`config.mk`:
```
export PLATFORM = sky130hd
export DESIGN_NAME = seq_det_sched
export DESIGN_NICKNAME = d
export VERILOG_FILES = /design/src/rtl/seq_det_sched.sv
export SDC_FILE = /design/constraint.sdc
export NUM_CORES = 1
export LEC_CHECK = 0
export ABC_AREA = 1
export BUFFER_PORTS_ARGS = -buffer_cell sky130_fd_sc_hd__clkbuf_2
export CAP_MARGIN = 20
export CORE_UTILIZATION = 52
export CTS_BUF_LIST = sky130_fd_sc_hd__clkbuf_8
export CTS_CLUSTER_SIZE = 30
export DETAILED_ROUTE_END_ITERATION = 10
export GPL_TIMING_DRIVEN = 0
export PLACE_DENSITY = 0.8
export SYNTH_ARGS = -nofsm -noshare
export SYNTH_HDL_FRONTEND = slang
export SYNTH_SLANG_ARGS = --single-unit
```
`constraint.sdc`:
```
create_clock -name clk -period 1.3 [get_ports clk]
set_clock_uncertainty 0.05 [all_clocks]
set_input_delay 0 -clock clk [delete_from_list [all_inputs] [get_ports clk]]
set_output_delay 0 -clock clk [all_outputs]
set_load 0.05 [all_outputs]
```
`src/rtl/seq_det_sched.sv`:
```
// Round-robin scheduler that time-shares one serial sequence detector among N requesters,
// granting one frame at a time and reporting the per-frame detector hit count to the owner.
module seq_det_sched #(
  parameter int N         = 4,
  parameter int FRAME_LEN = 8,
  parameter int DET_LAT   = 1,
  parameter int CNT_W     = 4
) (
  input  logic                 clk,
  input  logic                 rst,
  input  logic [N-1:0]         req,
  input  logic [N-1:0]         bit_in,
  output logic [N-1:0]         gnt,
  output logic                 det_rst,
  output logic                 det_x,
  input  logic                 det_y,
  output logic                 done,
  output logic [$clog2(N)-1:0] done_id,
  output logic [CNT_W-1:0]     match_cnt,
  output logic                 abort
);

  localparam int ID_W    = $clog2(N);
  localparam int WIN_END = FRAME_LEN + DET_LAT;
  localparam int IDX_W   = $clog2(WIN_END + 1);

  typedef enum logic [2:0] {
    S_IDLE,
    S_CLR,
    S_STREAM,
    S_DRAIN,
    S_REPORT
  } state_t;

  state_t            state_q, state_d;
  logic [ID_W-1:0]   owner_q, owner_d;
  logic [ID_W-1:0]   ptr_q, ptr_d;
  logic [ID_W-1:0]   done_id_q, done_id_d;
  logic [IDX_W-1:0]  idx_q, idx_d;
  logic [CNT_W-1:0]  cnt_q, cnt_d;
  logic [CNT_W-1:0]  match_q, match_d;
  logic              det_rst_q, det_rst_d;
  logic              abort_q, abort_d;

  logic              pick_vld;
  logic [ID_W-1:0]   pick_id;
  logic [ID_W-1:0]   owner_nxt;
  logic              busy;
  logic              in_win;

  function automatic logic [CNT_W-1:0] sat_inc(input logic [CNT_W-1:0] v, input logic hit);
    if (hit && (v != {CNT_W{1'b1}})) begin
      return v + 1'b1;
    end
    return v;
  endfunction

  // Scan from the highest offset down so the first requester at or after ptr wins.
  always_comb begin
    logic [ID_W-1:0] j;
    pick_vld = 1'b0;
    pick_id  = '0;
    j        = '0;
    for (int i = N - 1; i >= 0; i--) begin
      j = ID_W'((int'(ptr_q) + i) % N);
      if (req[j]) begin
        pick_vld = 1'b1;
        pick_id  = j;
      end
    end
  end

  assign owner_nxt = (owner_q == ID_W'(N - 1)) ? '0 : owner_q + 1'b1;
  assign busy      = (state_q == S_CLR) || (state_q == S_STREAM) || (state_q == S_DRAIN);
  assign in_win    = (idx_q >= IDX_W'(DET_LAT));

  always_comb begin
    state_d   = state_q;
    owner_d   = owner_q;
    ptr_d     = ptr_q;
    idx_d     = idx_q;
    cnt_d     = cnt_q;
    match_d   = match_q;
    done_id_d = done_id_q;
    det_rst_d = 1'b0;
    abort_d   = 1'b0;
    det_x     = 1'b0;

    case (state_q)
      S_IDLE: begin
        if (pick_vld) begin
          owner_d   = pick_id;
          state_d   = S_CLR;
          det_rst_d = 1'b1;
        end
      end
      S_CLR: begin
        cnt_d   = '0;
        idx_d   = '0;
        state_d = S_STREAM;
      end
      S_STREAM: begin
        det_x = bit_in[owner_q];
        if (in_win) cnt_d = sat_inc(cnt_q, det_y);
        idx_d = idx_q + 1'b1;
        if (idx_q == IDX_W'(FRAME_LEN - 1)) begin
          state_d = (DET_LAT > 0) ? S_DRAIN : S_REPORT;
        end
      end
      S_DRAIN: begin
        if (in_win) cnt_d = sat_inc(cnt_q, det_y);
        idx_d = idx_q + 1'b1;
        if (idx_q == IDX_W'(WIN_END - 1)) state_d = S_REPORT;
      end
      S_REPORT: begin
        ptr_d   = owner_nxt;
        state_d = S_IDLE;
      end
      default: state_d = S_IDLE;
    endcase

    // The count including this cycle's hit is what the owner sees in REPORT.
    if (state_d == S_REPORT) begin
      match_d   = cnt_d;
      done_id_d = owner_q;
    end

    // Owner withdrew mid-frame: release the detector and pass priority on.
    if (busy && !req[owner_q]) begin
      state_d   = S_IDLE;
      abort_d   = 1'b1;
      det_rst_d = 1'b1;
      done_id_d = owner_q;
      ptr_d     = owner_nxt;
      match_d   = match_q;
    end
  end

  always_ff @(posedge clk) begin
    if (rst) begin
      state_q   <= S_IDLE;
      owner_q   <= '0;
      ptr_q     <= '0;
      idx_q     <= '0;
      cnt_q     <= '0;
      match_q   <= '0;
      done_id_q <= '0;
      det_rst_q <= 1'b1;
      abort_q   <= 1'b0;
    end else begin
      state_q   <= state_d;
      owner_q   <= owner_d;
      ptr_q     <= ptr_d;
      idx_q     <= idx_d;
      cnt_q     <= cnt_d;
      match_q   <= match_d;
      done_id_q <= done_id_d;
      det_rst_q <= det_rst_d;
      abort_q   <= abort_d;
    end
  end

  assign gnt       = busy ? (N'(1) << owner_q) : '0;
  assign det_rst   = det_rst_q;
  assign done      = (state_q == S_REPORT);
  assign done_id   = done_id_q;
  assign match_cnt = match_q;
  assign abort     = abort_q;

endmodule

```
==> impl_metrics.toml <==
[run_status]
status = "finished with violations"
violations = "negative setup slack"

[critical_path]
regToRegStartpoint = "idx_q[1]"
crit_chain = "inv_4 > ha_2 > nor2_1 > nand3_2 > nand4_4 > o21bai_1 > nand3_2 > a21oi_2"
end_kind = "register"
setup.worst_path.start = "idx_q[1]"
crit_slowest_cell = "dfxtp_4"
r2r_setup_slack_ps = -260
crit_fanout = 8
cpPeakStageDelay_ps = 370
start_kind = "register"
path_delay_family = "simple AND/OR/NAND/NOR gates"
path_depth = 8
cp.arrival_ps = 1730
path_common_cell = "nand3_2"
worst_r2r_endpoint = "match_cnt[2]"
crit_required_ps = 1470
crit_buf_inv = 1
r2r.worst_path.cells = 8
cp-endpoint = "match_cnt[2]"
timing_worst_setup_path_type = "reg2reg"

[routing]
routed_wirelength_um = 5420
drc_errors = 0
final_antenna_net_count = 0
avgRoutedWirePerCell_um = 18.95
first_pass_iters = 5
drtIter0Drc = 83
vias = 1681
viasPerCell = 5.878

[global_routing]
grt_use_total_pct = 28.00
grt_busiest_layer = "met2"
grt_use_met3_pct = 5.556
antenna_found_initial = 0
grt_max_degree = 15
use_met1_pct = 33.78
grt_pass1_vias = 1340
grt_pass1_wl_um = 5844
met2_usage_pct = 51.22
overflow = 0

[logic_synthesis]
yosysWarningCount = 0
ys_seq_area_share_pct = 32.31
synthCells = 209
synthesis.area_sq_um = 1425
syn_nets = 228
syn_area_per_cell_sq_um = 6.819
synth-seq-cells = 23
yosysUniqueCellTypes = 28

[clocking]
cts.clk_slew.worst_paths_ps = 90
numCtsBuffers = 3
htreeDepth = 1
cts.sinks = 23
cts-root-buf = "clkbuf_8"
clockBufferDepth = 2
clock_latency_ps = 270
cts_tree = "yes"

[floorplanning]
die_h_um = 54.35
rows = 18
dieArea_sq_um = 2954
start_util_pct = 56.50
coreArea_sq_um = 2522
die_width_um = 54.35
pin_count = 25

[timing]
fin_ws_ps = -264.9
hold_viol = 0
rsz0062_at_grt = "true"
slew_violations = 0
period_minus_slack_ps = 1565
max_slew_margin_pct = 79.83
finalSetupViolCount = 26
fin_crit_sh_pct = 120.4
worst_slew_pin_slew_ps = 303.8
fmax_mhz = 639.0

[layout]
fillCellCount = 107
final_cells = 286
stdcell_area_sq_um = 2245
post-route-util_pct = 88.99
num_antenna_cells = 0
areaGrowthSynthToFinish_pct = 57.51
drive_gt1_share_pct = 55.47
fin_nets = 276

[place]
dp_hpwl_um = 2208
dpl_cell_area_sq_um = 1639
place_congestion = 0.7417
dp_slack_ps = -249.2
io_buffer_count = 24
place_inst = 263

[job]
cap_violations = 0

[power_and_ir_drop]
powerDensity_nw_per_um2 = 2268
leakagePower_uw = 0.001028
power_uw = 5092
ir_drop_mv = 1.903

[worst_hold_path]
hold_path_depth = 5
hold_class = "in2reg"
## Yosys cell counts, drive strengths merged
master | n | area share, %
nand2 | 59 | 18
inv | 37 | 9.9
nor2 | 28 | 8.4
dfxtp | 23 | 32
a21oi | 19 | 7.5
nand3 | 13 | 5.4
ha | 8 | 7.0
o21ai | 8 | 2.8
nor3 | 3 | 1.4
nand4 | 2 | 1.9
o21bai | 2 | 1.1
or2 | 2 | 0.88
a221oi | 1 | 0.61
a32oi | 1 | 0.61
and2 | 1 | 0.44
buf | 1 | 0.79
o21a | 1 | 0.53
## worst min-delay path: stages
cell,delay [ps]
clkbuf_2,100
nand4_4,170
o21bai_4,70
nand3_2,80
inv_1,40
## cell families after synthesis
logic type	share of synthesized area [%]
simple gates	36.88
flops	32.31
fa+ha+maj	7.024
compound gates	13.08
buf+inv	10.71
## report_power, final
group          switching (uW)  internal [uW]
Sequential                243            896
Combinational            2190           1280
Clock                     256            218
Total                    2690           2400
## cell type report
class / instances / area [sq um] / share of cell area [%]
Clock inverter: 1 / 7.507 / 0.3344
Tap cell: 30 / 37.54 / 1.672
Inverter: 37 / 175.2 / 7.804
Clock buffer: 3 / 41.29 / 1.839
Buffer: 1 / 15.01 / 0.6689
Multi-Input combinational cell: 148 / 1141 / 50.84
Timing Repair Buffer: 43 / 342.8 / 15.27
Sequential cell: 23 / 484.2 / 21.57
## flip-flops by register name, indices dropped and copies added, names as in the netlist
name and flops:
match_cnt 4, idx_q 4, done_id 2, det_rst 1
abort 1, ptr_q 2, state_q 3, owner_q 2
cnt_q 4
## stage by stage
| stage | setup TNS [ps] | hold slack (ps) |
|---|---|---|
| 2_1_floorplan | -767.7 | 11.65 |
| 4_1_cts | -688.9 | 125.8 |
| 6_report | -3063 | 178.9 |
| 5_1_grt | -4321 | 183.7 |
| 3_3_place_gp | -1720 | 207.5 |
| 3_5_place_dp | -1827 | 209.8 |
## metal layers
metal | routed length, um | share of wire (%)
met4 | 265 | 4.9
met5 | 0 | 0
met2 | 2731 | 50
met3 | 436 | 8.0
met1 | 1987 | 37
## what timing repair did
item                                    4_1_cts  5_1_grt
buffers inserted                              8       11
pin swaps                                     8       25
hold endpoints to repair                      3        0
endpoints found under the setup margin       25       26
hold buffers                                  1        0
gates resized for setup                      51       76
## how the worst min path moves through the flow
stage	from	to	slack (ps)
global placement	rst	owner_q[1]	210
detailed placement	rst	owner_q[1]	210
global route	det_y	cnt_q[3]	180
finish	det_y	cnt_q[3]	180
floorplan	rst	idx_q[1]	10
CTS	det_y	cnt_q[3]	130
## layout by cell type (no fill, tap or decap), drive strengths merged, types with 2 or more instances in the layout
cell type and n:
clkinvlp 2, nand4 2, inv 36, a21oi 19
nand2 59, ha 8, o21ai 8, o21bai 2
nor2 28, clkbuf 22, nand3 13, or2 2
nor3 3, buf 24, dfxtp 23
No activity file was read; power rests on OpenSTA's default activity.
